### config.mk
export PLATFORM = sky130hd
export DESIGN_NAME = int_square
export DESIGN_NICKNAME = d
export VERILOG_FILES = /design/src/rtl/int_square.sv
export SDC_FILE = /design/constraint.sdc
export NUM_CORES = 1
export LEC_CHECK = 0
export CORE_UTILIZATION = 35
export DETAILED_ROUTE_END_ITERATION = 6
export PLACE_DENSITY_LB_ADDON = 0.08
export SETUP_SLACK_MARGIN = 0.1
export SYNTH_ARGS = -nofsm -noshare
export SYNTH_HDL_FRONTEND = slang
export SYNTH_SLANG_ARGS = --single-unit
export TNS_END_PERCENT = 100
### constraint.sdc
create_clock -name Clock -period 3.39 [get_ports Clock]
set_input_delay 0.678 -clock Clock [delete_from_list [all_inputs] [get_ports Clock]]
set_output_delay 0.678 -clock Clock [all_outputs]
set_load 0.02 [all_outputs]
### src/rtl/int_square.sv
// Sequential integer squarer: radix-2 shift-add, one multiplier bit per clock.
// Companion to the integer square-root unit; a fixed WIDTH-cycle latency per operation.
module int_square #(
  parameter int unsigned WIDTH = 16
) (
  input  logic               Clock,
  input  logic               reset,
  input  logic               start,
  input  logic [WIDTH-1:0]   num_in,
  output logic               busy,
  output logic               done,
  output logic [2*WIDTH-1:0] square
);

  localparam int unsigned CntW = (WIDTH > 1) ? $clog2(WIDTH) : 1;
  localparam logic [CntW-1:0] CntLast = CntW'(WIDTH - 1);

  typedef enum logic [0:0] {StIdle, StRun} state_e;

  state_e               state_q, state_d;
  logic [2*WIDTH-1:0]   mcand_q, mcand_d;
  logic [WIDTH-1:0]     mplier_q, mplier_d;
  logic [2*WIDTH-1:0]   acc_q, acc_d;
  logic [CntW-1:0]      cnt_q, cnt_d;
  logic                 busy_q, busy_d;
  logic                 done_q, done_d;
  logic [2*WIDTH-1:0]   square_q, square_d;

  // Partial-product sum for this iteration; a square never overflows 2*WIDTH bits.
  logic [2*WIDTH-1:0]   acc_sum;
  assign acc_sum = mplier_q[0] ? (acc_q + mcand_q) : acc_q;

  // Next-state and datapath control; everything holds unless a branch says otherwise.
  always_comb begin
    state_d  = state_q;
    mcand_d  = mcand_q;
    mplier_d = mplier_q;
    acc_d    = acc_q;
    cnt_d    = cnt_q;
    busy_d   = busy_q;
    done_d   = 1'b0;
    square_d = square_q;

    unique case (state_q)
      StIdle: begin
        if (start) begin
          mcand_d  = {{WIDTH{1'b0}}, num_in};
          mplier_d = num_in;
          acc_d    = '0;
          cnt_d    = '0;
          busy_d   = 1'b1;
          state_d  = StRun;
        end
      end
      StRun: begin
        acc_d    = acc_sum;
        mcand_d  = mcand_q << 1;
        mplier_d = mplier_q >> 1;
        cnt_d    = cnt_q + 1'b1;
        if (cnt_q == CntLast) begin
          // Final iteration: publish including this cycle's add.
          square_d = acc_sum;
          done_d   = 1'b1;
          busy_d   = 1'b0;
          cnt_d    = '0;
          state_d  = StIdle;
        end
      end
      default: begin
        state_d = StIdle;
        busy_d  = 1'b0;
      end
    endcase
  end

  // State register with synchronous active-high reset; reset also aborts a running operation.
  always_ff @(posedge Clock) begin
    if (reset) begin
      state_q  <= StIdle;
      mcand_q  <= '0;
      mplier_q <= '0;
      acc_q    <= '0;
      cnt_q    <= '0;
      busy_q   <= 1'b0;
      done_q   <= 1'b0;
      square_q <= '0;
    end else begin
      state_q  <= state_d;
      mcand_q  <= mcand_d;
      mplier_q <= mplier_d;
      acc_q    <= acc_d;
      cnt_q    <= cnt_d;
      busy_q   <= busy_d;
      done_q   <= done_d;
      square_q <= square_d;
    end
  end

  assign busy   = busy_q;
  assign done   = done_q;
  assign square = square_q;

endmodule
# Yosys cells after proc, flatten, opt, wreduce, memory -nomap -nowiden
# Cells that the tools add are included.
# op_classes
add_sub_neg	2
eq_ne	3
muxes	17
bitwise	1
n_reduce_logical	3
# op_table
operator	n
$pmux W32 S2	2
$mux W32	3
$add A32 B32 Y32	1
$pmux W16 S2	1
$mux W16	1
$mux W4	2
$pmux W4 S2	1
$mux W1	5
$add A4 B1 Y4 const B	1
$eq A4 B4 Y1 const B	1
$pmux W1 S2	2
$reduce_and A2 Y1	2
$ne A2 B1 Y1 const B	1
$ne A2 B2 Y1 const B	1
$reduce_or A2 Y1	1
$not A1 Y1	1
# word_totals
register_bits	119

# Depth between registers and ports, before layout
# Gate-level depths: netlist of the first run.
# logic_depth
word_depth	3
ltp_mapped	10

# Worst setup path after synthesis of the first run
# Ideal clock, no wire load.
# synth_path
path_type	reg-to-reg
from	reg mcand_q[5]
to	reg square_q[25], in the netlist square[25]
setup_ns	0.115
arrival_ns	2.295
required_ns	3.275
slack_ns	0.979
stages_incl_launch_ff	10
path_buffers	0
period_less_slack_ns	2.411
path_cell_list	dfxtp_1 -> ha_1 -> a21o_2 -> a221o_2 -> o21ai_0 -> a21oi_1 -> o2111ai_1 -> nand2_1 -> xnor2_1 -> a21bo_2
# synth_via
elab_chain_cells	2
# synth_lines
item	line	text
start: declaration	21	logic [2*WIDTH-1:0] mcand_q, mcand_d;
start signal: assignment	89	mcand_q <= mcand_d;
$add A32 B32 Y32	31	assign acc_sum = mplier_q[0] ? (acc_q + mcand_q) : acc_q;
$mux W32	31	
end signal: assignment	95	square_q <= square_d;
end: declaration	27	logic [2*WIDTH-1:0] square_q, square_d;
# No other way between the ends.
# A chain may end at the register's enable or synchronous reset.

# Worst setup path in the final report of the first run
# layout_path
from	reg mcand_q[13]
to	reg square_q[28], in the netlist square[28]
# The elaborated chain is that of the path after synthesis.

==> results of run 1 <==
final timing paths:
path	to	slack, ns	cells after the start
setup / recovery	square[28]	0.55	9
hold / removal	square[5]	0.46	2
hold reg to reg	square[5]	0.46	2
setup reg to reg	square[28]	0.55	9
state kept, by name, indices dropped and copies added, names as in the netlist:
signal,count
state_q,1
done,1
mplier_q,16
mcand_q,32
busy,1
acc_q,32
square,32
cnt_q,4
final cells by class:
cell class                      count  area, µm²  share of cell area (%)
Clock buffer                       22      454.2                   5.689
Clock inverter                     10      127.6                   1.598
Inverter                           16      60.06                  0.7522
Multi-Input combinational cell    646       4040                   50.60
Sequential cell                   119       2384                   29.85
Tap cell                          234      292.8                   3.667
Timing Repair Buffer               67      625.6                   7.836
power by group:
group          internal, W  total, W  switching, W
Combinational     0.000101  0.000281      0.000180
Clock              0.00117   0.00182      0.000653
Sequential         0.00143   0.00146     0.0000254
metrics by stage:
step / instance area, µm² / utilization [%] / power, W / setup slack (ns) / instances
finish: 7984 / 42.68 / 0.003558 / 0.5484 / 1114
global route: 7984 / 42.68 / 0.003696 / 0.4023 / 1114
floorplan: 6686 / - / 0.001674 / 0.9794 / 834
detailed placement: 7402 / 39.57 / 0.001771 / 0.5792 / 1082
CTS: 7984 / 42.68 / 0.003602 / 0.5534 / 1114
global placement: 7402 / 39.57 / 0.001766 / 0.6394 / 1082
worst register-to-register path, cell delays in order (launching register included):
cell,delay (ns)
sky130_fd_sc_hd__dfxtp_1,0.33
sky130_fd_sc_hd__ha_1,0.40
sky130_fd_sc_hd__a21o_1,0.23
sky130_fd_sc_hd__a21o_1,0.19
sky130_fd_sc_hd__a21o_1,0.19
sky130_fd_sc_hd__or4_1,0.44
sky130_fd_sc_hd__o21ai_1,0.36
sky130_fd_sc_hd__o21ai_0,0.20
sky130_fd_sc_hd__xor2_1,0.19
sky130_fd_sc_hd__a21bo_2,0.21
layer usage:
metal | track usage, % | vias up | wire length, µm
met4 | 6.304 | 0 | 216
li1 | - | 3059 | -
met3 | 3.214 | 16 | 615
met5 | 0 | - | 0
met1 | 27.80 | 2916 | 9411
met2 | 33.21 | 106 | 8911
synthesized netlist by cell type, types with 4 or more instances:
| cell | n |
|---|---|
| sky130_fd_sc_hd__dfxtp_1 | 119 |
| sky130_fd_sc_hd__xor2_1 | 7 |
| sky130_fd_sc_hd__nor2_1 | 125 |
| sky130_fd_sc_hd__a211oi_1 | 6 |
| sky130_fd_sc_hd__a21oi_1 | 106 |
| sky130_fd_sc_hd__nand2_1 | 68 |
| sky130_fd_sc_hd__buf_1 | 17 |
| sky130_fd_sc_hd__clkbuf_1 | 30 |
| sky130_fd_sc_hd__a21bo_2 | 5 |
| sky130_fd_sc_hd__xnor2_1 | 15 |
| sky130_fd_sc_hd__nand3b_1 | 6 |
| sky130_fd_sc_hd__buf_2 | 5 |
| sky130_fd_sc_hd__ha_1 | 32 |
| sky130_fd_sc_hd__nor3_1 | 17 |
| sky130_fd_sc_hd__o21ai_1 | 4 |
| sky130_fd_sc_hd__mux2_2 | 9 |
| sky130_fd_sc_hd__a31oi_1 | 14 |
| sky130_fd_sc_hd__nor3b_1 | 32 |
| sky130_fd_sc_hd__o21a_1 | 10 |
| sky130_fd_sc_hd__or3_1 | 4 |
| sky130_fd_sc_hd__o21ai_0 | 41 |
| sky130_fd_sc_hd__nor2b_1 | 8 |
| sky130_fd_sc_hd__mux2i_1 | 35 |
| sky130_fd_sc_hd__nor4b_1 | 5 |
| sky130_fd_sc_hd__inv_1 | 14 |
| sky130_fd_sc_hd__nand4_1 | 7 |
| sky130_fd_sc_hd__a22oi_1 | 7 |
| sky130_fd_sc_hd__nand3_1 | 13 |
| sky130_fd_sc_hd__and3_1 | 4 |
| sky130_fd_sc_hd__a22o_1 | 6 |
| sky130_fd_sc_hd__a21o_1 | 20 |
cell families (layout without fill, tap and decap cells):
| kind of cell | count (synthesis) | after routing | synth area share (%) |
|---|---|---|---|
| XOR/XNOR | 22 | 22 | 2.882 |
| flip-flops | 119 | 119 | 35.63 |
| buffers and inverters | 69 | 115 | 3.986 |
| AND/OR/NAND/NOR | 298 | 298 | 21.26 |
| adder cells (fa/ha/maj) | 33 | 33 | 6.287 |
| multiplexers | 44 | 44 | 6.755 |
| AO/OA/AOI/OAI | 249 | 249 | 23.20 |
==> summary.md, run 1 <==
The run finished with clean final reports. At the pin with the least slew margin, the transition time is 0.9576 ns. The synthesis-stage register bit count is 119. For this block, the routed nets add up to 19.16 mm of wire. Across the routed clock network, the largest skew measured is 0.008319 ns. The count of endpoints failing hold in the final timing report came out at 0. The area growth from synthesis to layout is 19.40%. The setup path with the least slack is of type reg2reg. The logs give 64 for the number of unique standard cell types used by synthesis and 6097 for the total number of vias. For the net count of the mapped netlist, the log shows 886. The floorplan die area was 19660 µm²; the clock network latency to the later pin of the worst-skew pair was 0.42 ns.

The async set-reset flop share out of synthesis was 0%; the worst slew margin relative to its limit was 36.16%. The logs give 0 for the number of antenna-violating nets in the routed design and 50 for the cell row count. The final worst hold slack is 0.4622 ns, and the global-route wire length before repair is 31.44 mm. For the number of clock sinks, the log shows 119.

During I/O placement, the number of pins put on the boundary was 53. Global routing consumed, over all layers together, 20.46% of the routing resources. The most common cell type on the critical path is sky130_fd_sc_hd__a21o_1.

The final max-slew violation count was 0; the power per cell area was 445.7 nW/µm². The H-tree was split into 4 levels. In this run the mean area of a mapped cell was 8.017 µm². The cell family contributing the most delay on the critical path is compound AO/OA/AOI/OAI gates. STA classifies the critical path startpoint as a register.

TritonCTS built the clock tree. The startpoint of the lowest-slack register-to-register path is mcand_q[13]. The cell area that synthesis handed to floorplanning was 6686 µm². The initial utilization of the core area, before any placement, comes to 35.75%. STA classifies the critical path endpoint as a register. The required time of the critical path is 3.70 ns. Static timing analysis puts the maximum clock frequency at 351.9 MHz. The most used flip-flop cell after synthesis is sky130_fd_sc_hd__dfxtp_1. Entering global routing, the biggest net connects 66 pins. The layout cell share with drive strength beyond 1 was 8.295%. The post-detailed-route wirelength per cell works out to 17.19 µm. The area share of the leading cell type in the synthesized netlist is 35.63%, and the overall die height is 140.2 µm. Counting every instance in the synthesized netlist gives 834. The number of flops mapped to enable cells by yosys works out to 0. The synthesized design spends more area on one cell type than any other, namely sky130_fd_sc_hd__dfxtp_1.

The share of the Yosys chip area taken by registers is 35.63%. On the critical path, the stage with the largest delay is an instance of sky130_fd_sc_hd__or4_1. Clock-pin slew was measured on the worst setup and hold paths at 0.06 ns.

Counting both buffers and inverters, the worst setup path holds a total of 0. The setup-violating endpoint count in the final report came out at 0. The signal on the critical path passes through ha_1 -> a21o_1 -> a21o_1 -> a21o_1 -> or4_1 -> o21ai_1 -> o21ai_0 -> xor2_1 -> a21bo_2. Number of I/O port buffers: 52.

The top cell types in the final layout, fill and taps aside, are sky130_fd_sc_hd__nor2_1, sky130_fd_sc_hd__dfxtp_1, sky130_fd_sc_hd__a21oi_1. The floorplan step defined a core boundary enclosing 18710 µm². Tracing the worst setup path back leads to its startpoint at mcand_q[13].

Buffers inserted to repair hold after CTS numbered 0. The final critical-path share of the clock period is 83.82%, and the number of diodes is 0. The count of synthesis-stage warnings from yosys is 0. The wire-length estimate of the detail-placed layout is 13.34 mm.

The tools report the overflow left after global routing as 0. Data arrives at the worst endpoint at 3.15 ns. The leading cell type in the layout, fill and taps excluded was sky130_fd_sc_hd__nor2_1. The delay of the slowest critical-path stage was 0.44 ns. TritonCTS created 17 clock buffers.

The number of global-route vias before repair came out at 5854. The number of antenna violations at the first check in global routing is 0, and the clock period minus final worst setup slack is 2.842 ns. IR analysis of the VDD net gives a maximum drop of 0.3651 mV. After clock tree synthesis, the setup repair step added 0 buffers. Counting the fill cells in the layout gives 1880. The last weighted congestion value of the routability-driven placer is 0.8379.

The worst hold path begins at square[5]. The net total in the final layout came out at 919. Setup repair after global routing left no endpoint under its margin.

The run gives 0 as the quantity of gates resized following cts. The root buffer cell is sky130_fd_sc_hd__clkbuf_16. Sorting the synthesized cells by area gives the leading types as sky130_fd_sc_hd__dfxtp_1, sky130_fd_sc_hd__a21oi_1, sky130_fd_sc_hd__nor2_1.

The total leakage power came out at 3.264 nW. Measured along the x axis, the die boundary spans 140.2 µm. In the routed layout, each cell is associated on average with a via count of 5.473. Number of max-capacitance violations reported: 0. The longest clock path from root to sink contains 2 buffers. The accumulated negative setup slack was 0 ns. The detailed-routing iteration count for the pre-antenna-repair pass is 5, and the number of DRC violations after detailed-routing iteration 0 is 393. The largest fanout on the critical path is 7.

The run gives 0 as the number of remaining DRC errors. Path category of the worst min-delay check: reg2reg.
(Power assumes the default switching activity.)
==> run 2, diff against run 1 <==
==> constraint.sdc (replaced) <==
create_clock -name Clock -period 2.7 [get_ports Clock]
set_input_delay 0.54 -clock Clock [delete_from_list [all_inputs] [get_ports Clock]]
set_output_delay 0.54 -clock Clock [all_outputs]
set_load 0.02 [all_outputs]
==> run 2 against run 1 <==
Effect of this change:
- non-clock buffer count rose by 26
- setup slack got worse by 0.42 ns
- sequential power rose by 25%
- fmax rose by 11%
- largest power group unchanged
- routed wire length rose by 6.5%
- via count rose by 2.8%
- first-iteration DRC count fell by 2.0%
- critical path type unchanged
- clock skew fell by 0.0020 ns
==> summary.md, run 2 (same netlist as run 1, synthesis figures left out) <==
Initial standard-cell utilization of the core: 35.75% (unchanged). For the worst clock skew, the log shows 0.006311 ns (-0.002008 ns). In this run the most critical hold path is launched from reset. Delay of the slowest critical-path stage: 0.47 ns (+0.03 ns).

Number of max-capacitance violations reported: 0 (unchanged). The count of endpoints failing hold in the final timing report is 0 (unchanged). The endpoint identified for the worst register-to-register timing path is acc_q[31].

The total power of the final layout was 0.004579 W (+29%); the half-perimeter wire length after placement was 13.65 mm (+2.4%). Path category of the worst min-delay check: in2reg. The overall die height was 140.2 µm (unchanged); the power per cell area was 538.7 nW/µm² (+21%).

The detailed-routing iteration count for the pre-antenna-repair pass is 5 (unchanged), and the final cell area excluding filler cells is 8501 µm² (+6.5%). The sum of routed wire segments on met1 is 9.762 mm (+3.7%). The end point of the worst hold path was mcand_q[26].

The number of diodes was 0 (unchanged). The tools report the kind of end point of the critical path as a register. Global-route wire length before repair: 32.70 mm (+4.0%). TritonCTS built the clock tree. The run gives 1140 (+2.3%) as the final instance count without filler cells. The detailed-route vias per instance came out at 5.500 (+0.49%). The maximum level of the CTS H-tree was 4 (unchanged). The cell that appears most often on the critical path is sky130_fd_sc_hd__a2111o_1. The maximum achievable frequency was 389.5 MHz (+11%). The final critical-path share of the clock period came out at 95.08% (+11 points).

The arrival time of the worst setup path is 2.90 ns (-0.25 ns), and the number of cells traversed by the worst hold path is 2 (unchanged). The tools report the setup-violating endpoint count in the final report as 0 (unchanged). The run gives 3.04 ns (-0.66 ns) as the required time of the critical path. The overall routing resource usage was 21.40% (+0.94 points); the I/O pin count was 53 (unchanged). For the net total in the final layout, the log shows 945 (+2.8%). The tools report the startpoint of the lowest-slack register-to-register path as mcand_q[3]. In this run the clock root is driven by a sky130_fd_sc_hd__clkbuf_16. The worst slew margin relative to its limit was 38.17% (+2.0 points).

Setup repair after global routing could not meet its margin everywhere. The overflow left after global routing was 0 (unchanged); the detailed-routed wire length on met3 was 824 µm (+34%). The cell depth of the worst flop-to-flop path came out at 9 (unchanged).

For the total leakage power, the log shows 3.375 nW (+3.4%). The run gives 0 (unchanged) as the number of antenna violations at the first check in global routing. The number of I/O port buffers was 52 (unchanged).

The accumulated negative setup slack was 0 ns (unchanged); the total number of vias was 6270 (+2.8%). The logs give 6179 (+5.6%) for the number of global-route vias before repair and 17 (unchanged) for the number of buffers created by CTS. Routed signal wires occupy layers up through met4. The layout cell share with drive strength beyond 1 was 16.00% (+7.7 points). The wire length reported by the detailed router is 20.40 mm (+6.5%), and the floorplan die width is 140.2 µm (unchanged). Clock period minus final worst setup slack: 2.567 ns (-0.2745 ns). The pin count of the biggest net entering global routing came out at 92 (+39%). The met2 wire length is 9.252 mm (+3.8%). The clock network latency to the later pin of the worst-skew pair is 0.43 ns (about the same). The slew at the pin closest to its max-slew limit works out to 0.9241 ns (-0.03356 ns). Worst setup slack for register-to-register paths: 0.13 ns (-0.42 ns). Utilization of the core after routing: 45.44% (+2.8 points).

The logs give 0 (unchanged) for the number of remaining DRC errors and 0.4635 mV (+27%) for the maximum vdd drop. The number of clock sinks came out at 119 (unchanged). STA classifies the critical path startpoint as a register.

The post-detailed-route wirelength per cell works out to 17.89 µm (+4.0%). The slowest stage of the critical path belongs to the cell sky130_fd_sc_hd__a2111o_1. The clock-pin slew reported for the worst setup and hold paths after clock tree synthesis is 0.06 ns (about the same). The tools report the cell row count as 50 (unchanged). The largest fanout on the critical path is 4 (-3). The deepest clock path buffer count is 2 (unchanged), and the area growth from synthesis to final layout is 27.13%. Leaving out fill and tap cells, the most frequent cell in the layout is sky130_fd_sc_hd__nor2_1.

For the total core area, the log shows 18710 µm² (unchanged). The run finished with clean final reports. The floorplan die area is 19660 µm² (unchanged).

The setup path with the least slack is of type reg2reg. The tools report the number of antenna-violating nets in the routed design as 0 (unchanged). The last weighted congestion value of the routability-driven placer came out at 0.8463 (+1.0%). The final max-slew violation count is 0 (unchanged).

The signal on the critical path passes through ha_4 -> nand3_4 -> nor3_4 -> o21ai_2 -> a2111o_1 -> a2111o_1 -> o311ai_4 -> nand3b_1 -> a31oi_1. Post-placement cell count: 1100 (+1.7%). The total placed instance area is 7550 µm² (+2.0%). In the layout the commonest cells are sky130_fd_sc_hd__nor2_1, sky130_fd_sc_hd__a21oi_1, sky130_fd_sc_hd__dfxtp_1.

The number of DRC violations after detailed-routing iteration 0 came out at 385 (-2.0%).
run 2: power breakdown:
group	internal (W)	total (W)	switching (W)
logic	0.000148	0.000386	0.000238
clock network	0.00150	0.00236	0.000863
registers	0.00180	0.00183	0.0000365
total	0.00344	0.00458	0.00114
run 2: through the flow:
| step | setup WS (ns) | hold WS [ns] |
|---|---|---|
| after global routing | 0.03553 | 0.3624 |
| after global placement | 0.04854 | 0.4501 |
| after floorplan | 0.2894 | 0.4415 |
| after detailed placement | 0.04343 | 0.4502 |
| final | 0.1329 | 0.3766 |
| after CTS | 0.07898 | 0.3491 |
run 2: area by class of cell:
class	instances	area, µm²
Multi-Input combinational cell	646	4293
Timing Repair Buffer	93	837.1
Fill cell	1862	10200
Inverter	16	60.06
Sequential cell	119	2410
Tap cell	234	292.8
Clock buffer	20	456.7
Clock inverter	12	151.4
run 2: worst max-delay path by stage:
| stage | start | cells past startpoint | end | slack, ns |
|---|---|---|---|---|
| after floorplan | mcand_q[5] | 9 | square[25] | 0.29 |
| after global placement | mcand_q[13] | 9 | square[28] | 0.05 |
| after detailed placement | mcand_q[5] | 10 | square[29] | 0.04 |
| after CTS | mcand_q[0] | 11 | square[18] | 0.08 |
| after global routing | mcand_q[4] | 9 | acc_q[31] | 0.04 |
| final | mcand_q[3] | 9 | acc_q[31] | 0.13 |
run 2: routing by layer:
layer | up-vias | global-route usage [%]
li1 | 3097 | -
met1 | 2999 | 28.68
met2 | 139 | 33.79
met3 | 35 | 3.658
met4 | 0 | 9.254
met5 | - | 0
run 2: repair_timing:
action / in CTS / in global routing
pin swaps: 3 / 19
resized for setup: 10 / 48
setup buffers: 0 / 8
setup endpoints to repair: 15 / 27
hold endpoints to repair: 0 / 0
hold buffers: 0 / 0
run 2: critical path: cells and delay by family (launching register included):
kind	cells	cell delay, ns
compound gates	5	1.36
fa+ha+maj	1	0.31
flops	1	0.35
simple gates	3	0.46
==> run 3, diff against run 2 <==
--- a/config.mk
+++ b/config.mk
@@ -6,6 +6,7 @@
 export NUM_CORES = 1
 export LEC_CHECK = 0
 export CORE_UTILIZATION = 35
+export CTS_BUF_LIST = sky130_fd_sc_hd__clkbuf_8
 export DETAILED_ROUTE_END_ITERATION = 6
 export PLACE_DENSITY_LB_ADDON = 0.08
 export SETUP_SLACK_MARGIN = 0.1
==> run 3 against run 2 <==
Effect of this change:
- worst hold slack got worse by 0.018 ns
- combinational power decreased by 2%
- die area unchanged
- largest power group is now registers
- clock skew increased by 0.0028 ns
- largest cell class unchanged
- design area decreased by 3.3%
- sequential share of layout area increased by 0.80 points
- critical endpoint unchanged
- register-to-register slack improved by 0.04 ns
==> summary.md, run 3 (same netlist as run 1, synthesis figures left out) <==
The arrival time of the worst setup path is 2.89 ns (about the same), and the number of buffers created by CTS is 17 (unchanged). The delay of the slowest critical-path stage was 0.46 ns (about the same). For the global-route wire length before repair, the log shows 32.48 mm (-0.68%). The number of remaining DRC errors was 0 (unchanged); the net total in the final layout was 939 (-0.63%). The number of antenna-violating nets in the routed design came out at 0 (unchanged).

The number of global-route vias before repair was 6133 (-0.74%); the pin count of the biggest net entering global routing was 92 (unchanged). TritonCTS built the clock tree. The detailed-routing iteration count for the pre-antenna-repair pass was 7 (+2).

Wire length reported by the detailed router: 20.02 mm (-1.8%). Walking the worst path, the cells encountered are ha_2 -> a21o_1 -> a31oi_1 -> o221a_2 -> o221a_2 -> a2111o_1 -> o311ai_4 -> nand3b_1 -> a31oi_1. For the number of diodes, the log shows 0 (unchanged). The tools report the total core area as 18710 µm² (unchanged). The slew at the pin closest to its max-slew limit came out at 0.9151 ns (-0.008969 ns).

The run gives 4 (unchanged) as the maximum level of the CTS H-tree. The post-route worst setup slack was 0.1731 ns (+0.04019 ns); the number of I/O port buffers was 52 (unchanged). Overall die height: 140.2 µm (unchanged).

The overflow left after global routing was 0 (unchanged); the detailed-route vias per instance was 5.504 (about the same). The run gives 0.009073 ns (+0.002761 ns) as the worst clock skew. The count of endpoints failing hold in the final timing report came out at 0 (unchanged). For the number of fill cells, the log shows 1906 (+2.4%). The power per cell area was 479.0 nW/µm² (-11%); the initial standard-cell utilization of the core was 35.75% (unchanged). Number of antenna violations at the first check in global routing: 0 (unchanged). The root buffer cell is sky130_fd_sc_hd__clkbuf_8. The I/O pin count was 53 (unchanged). From synthesis to final layout, the design area changed by 22.89%. The cell row count was 50 (unchanged); the largest fanout on the critical path was 6 (+2). The tools report the floorplan die area as 19660 µm² (unchanged).

The clock-pin slew reported for the worst setup and hold paths after clock tree synthesis works out to 0.07 ns (about the same). The run finished with clean final reports. The required time of the critical path came out at 3.06 ns (+0.02 ns). The maximum vdd drop is 0.3465 mV (-25%). Setup repair after global routing could not meet its margin everywhere. Leaving out fill and tap cells, the most frequent cell in the layout is sky130_fd_sc_hd__nor2_1. The post-detailed-route wirelength per cell is 17.66 µm (-1.3%). The maximum achievable frequency is 395.7 MHz (+1.6%).

The clock period minus final worst setup slack is 2.527 ns (-0.04019 ns), and the layout cell share with drive strength beyond 1 is 14.78% (-1.2 points). STA classifies the critical path startpoint as a register. The worst slew margin relative to its limit came out at 38.99% (+0.83 points).

The critical path is of the reg2reg type. The path category of the worst min-delay check was in2reg. Clock network latency to the later pin of the worst-skew pair: 0.44 ns (about the same).

The final max-slew violation count was 0 (unchanged); the final critical-path share of the clock period was 93.59% (-1.5 points). Last weighted congestion value of the routability-driven placer: 0.8463 (unchanged). The floorplan die width came out at 140.2 µm (unchanged). The overall routing resource usage was 21.16% (-0.24 points).

The run gives 0 (unchanged) as the setup-violating endpoint count in the final report. The total number of vias came out at 6242 (-0.45%). The top cell types in the final layout, fill and taps aside, are sky130_fd_sc_hd__nor2_1, sky130_fd_sc_hd__dfxtp_1, sky130_fd_sc_hd__a21oi_1.

The accumulated negative setup slack is 0 ns (unchanged). STA classifies the critical path endpoint as a register. Placement-stage worst setup slack: 0.04343 ns (unchanged).

The logs give 119 (unchanged) for the number of clock sinks and 0 (unchanged) for the total of hold buffers inserted after clock tree synthesis. The number of DRC violations after detailed-routing iteration 0 came out at 360 (-6.5%). Worst setup slack for register-to-register paths: 0.17 ns (+0.04 ns).

Total leakage power: 3.262 nW (-3.3%). For the half-perimeter wire length after placement, the log shows 13.65 mm (unchanged). The slowest stage of the critical path belongs to the cell sky130_fd_sc_hd__a2111o_1. The run gives 0 (unchanged) as the number of max-capacitance violations reported. The run gives 43.93% (-1.5 points) as the utilization of the core after routing. Deepest clock path buffer count: 2 (unchanged).
run 3: critical path: cells and delay by family, from the launching register on:
kind,cells,cell delay (ns)
fa+ha+maj,1,0.39
simple gates,1,0.12
compound gates,7,1.60
flops,1,0.34
run 3: report_power, final:
part           internal (W)  total (W)  switching, W
Combinational      0.000144   0.000378      0.000234
Clock              0.000955    0.00172      0.000769
Sequential          0.00180    0.00183     0.0000366
Total               0.00290    0.00394       0.00104
run 3: path summary, 6_finish.rpt:
kind / startpoint / to / depth (start not counted)
setup / recovery: mcand_q[12] / acc_q[31] / 9
hold / removal: reset / mcand_q[26] / 2
setup reg to reg: mcand_q[12] / acc_q[31] / 9
hold reg to reg: square[8] / square[8] / 2
run 3: through the flow:
step	power, W	cell area [µm²]	hold slack, ns	instances
floorplan	0.002102	6686	0.4415	834
global placement	0.002228	7550	0.4501	1100
detailed placement	0.002234	7550	0.4502	1100
CTS	0.003982	8045	0.3112	1132
global route	0.004111	8217	0.3227	1134
finish	0.003936	8217	0.3584	1134
run 3: area by class of cell:
type	count	area, µm²	area share, %
clock inverters	13	155.1	1.888
clock buffers	19	261.5	3.183
inverters	16	60.06	0.7309
flip-flops and latches	119	2395	29.15
multi-input cells	646	4264	51.90
well taps	234	292.8	3.563
repair buffers	87	788.3	9.593
run 3: what timing repair did:
item,4_1_cts,5_1_grt
setup endpoints to repair,16,20
gates resized for setup,12,32
setup buffers,0,2
pin swaps,6,10
run 3: per-layer routing:
metal	global-route usage (%)	wire length, µm	vias up
met4	7.519	395	0
met5	0	0	-
met1	28.62	9791	2998
li1	-	-	3095
met3	4.205	788	17
met2	33.39	9047	132
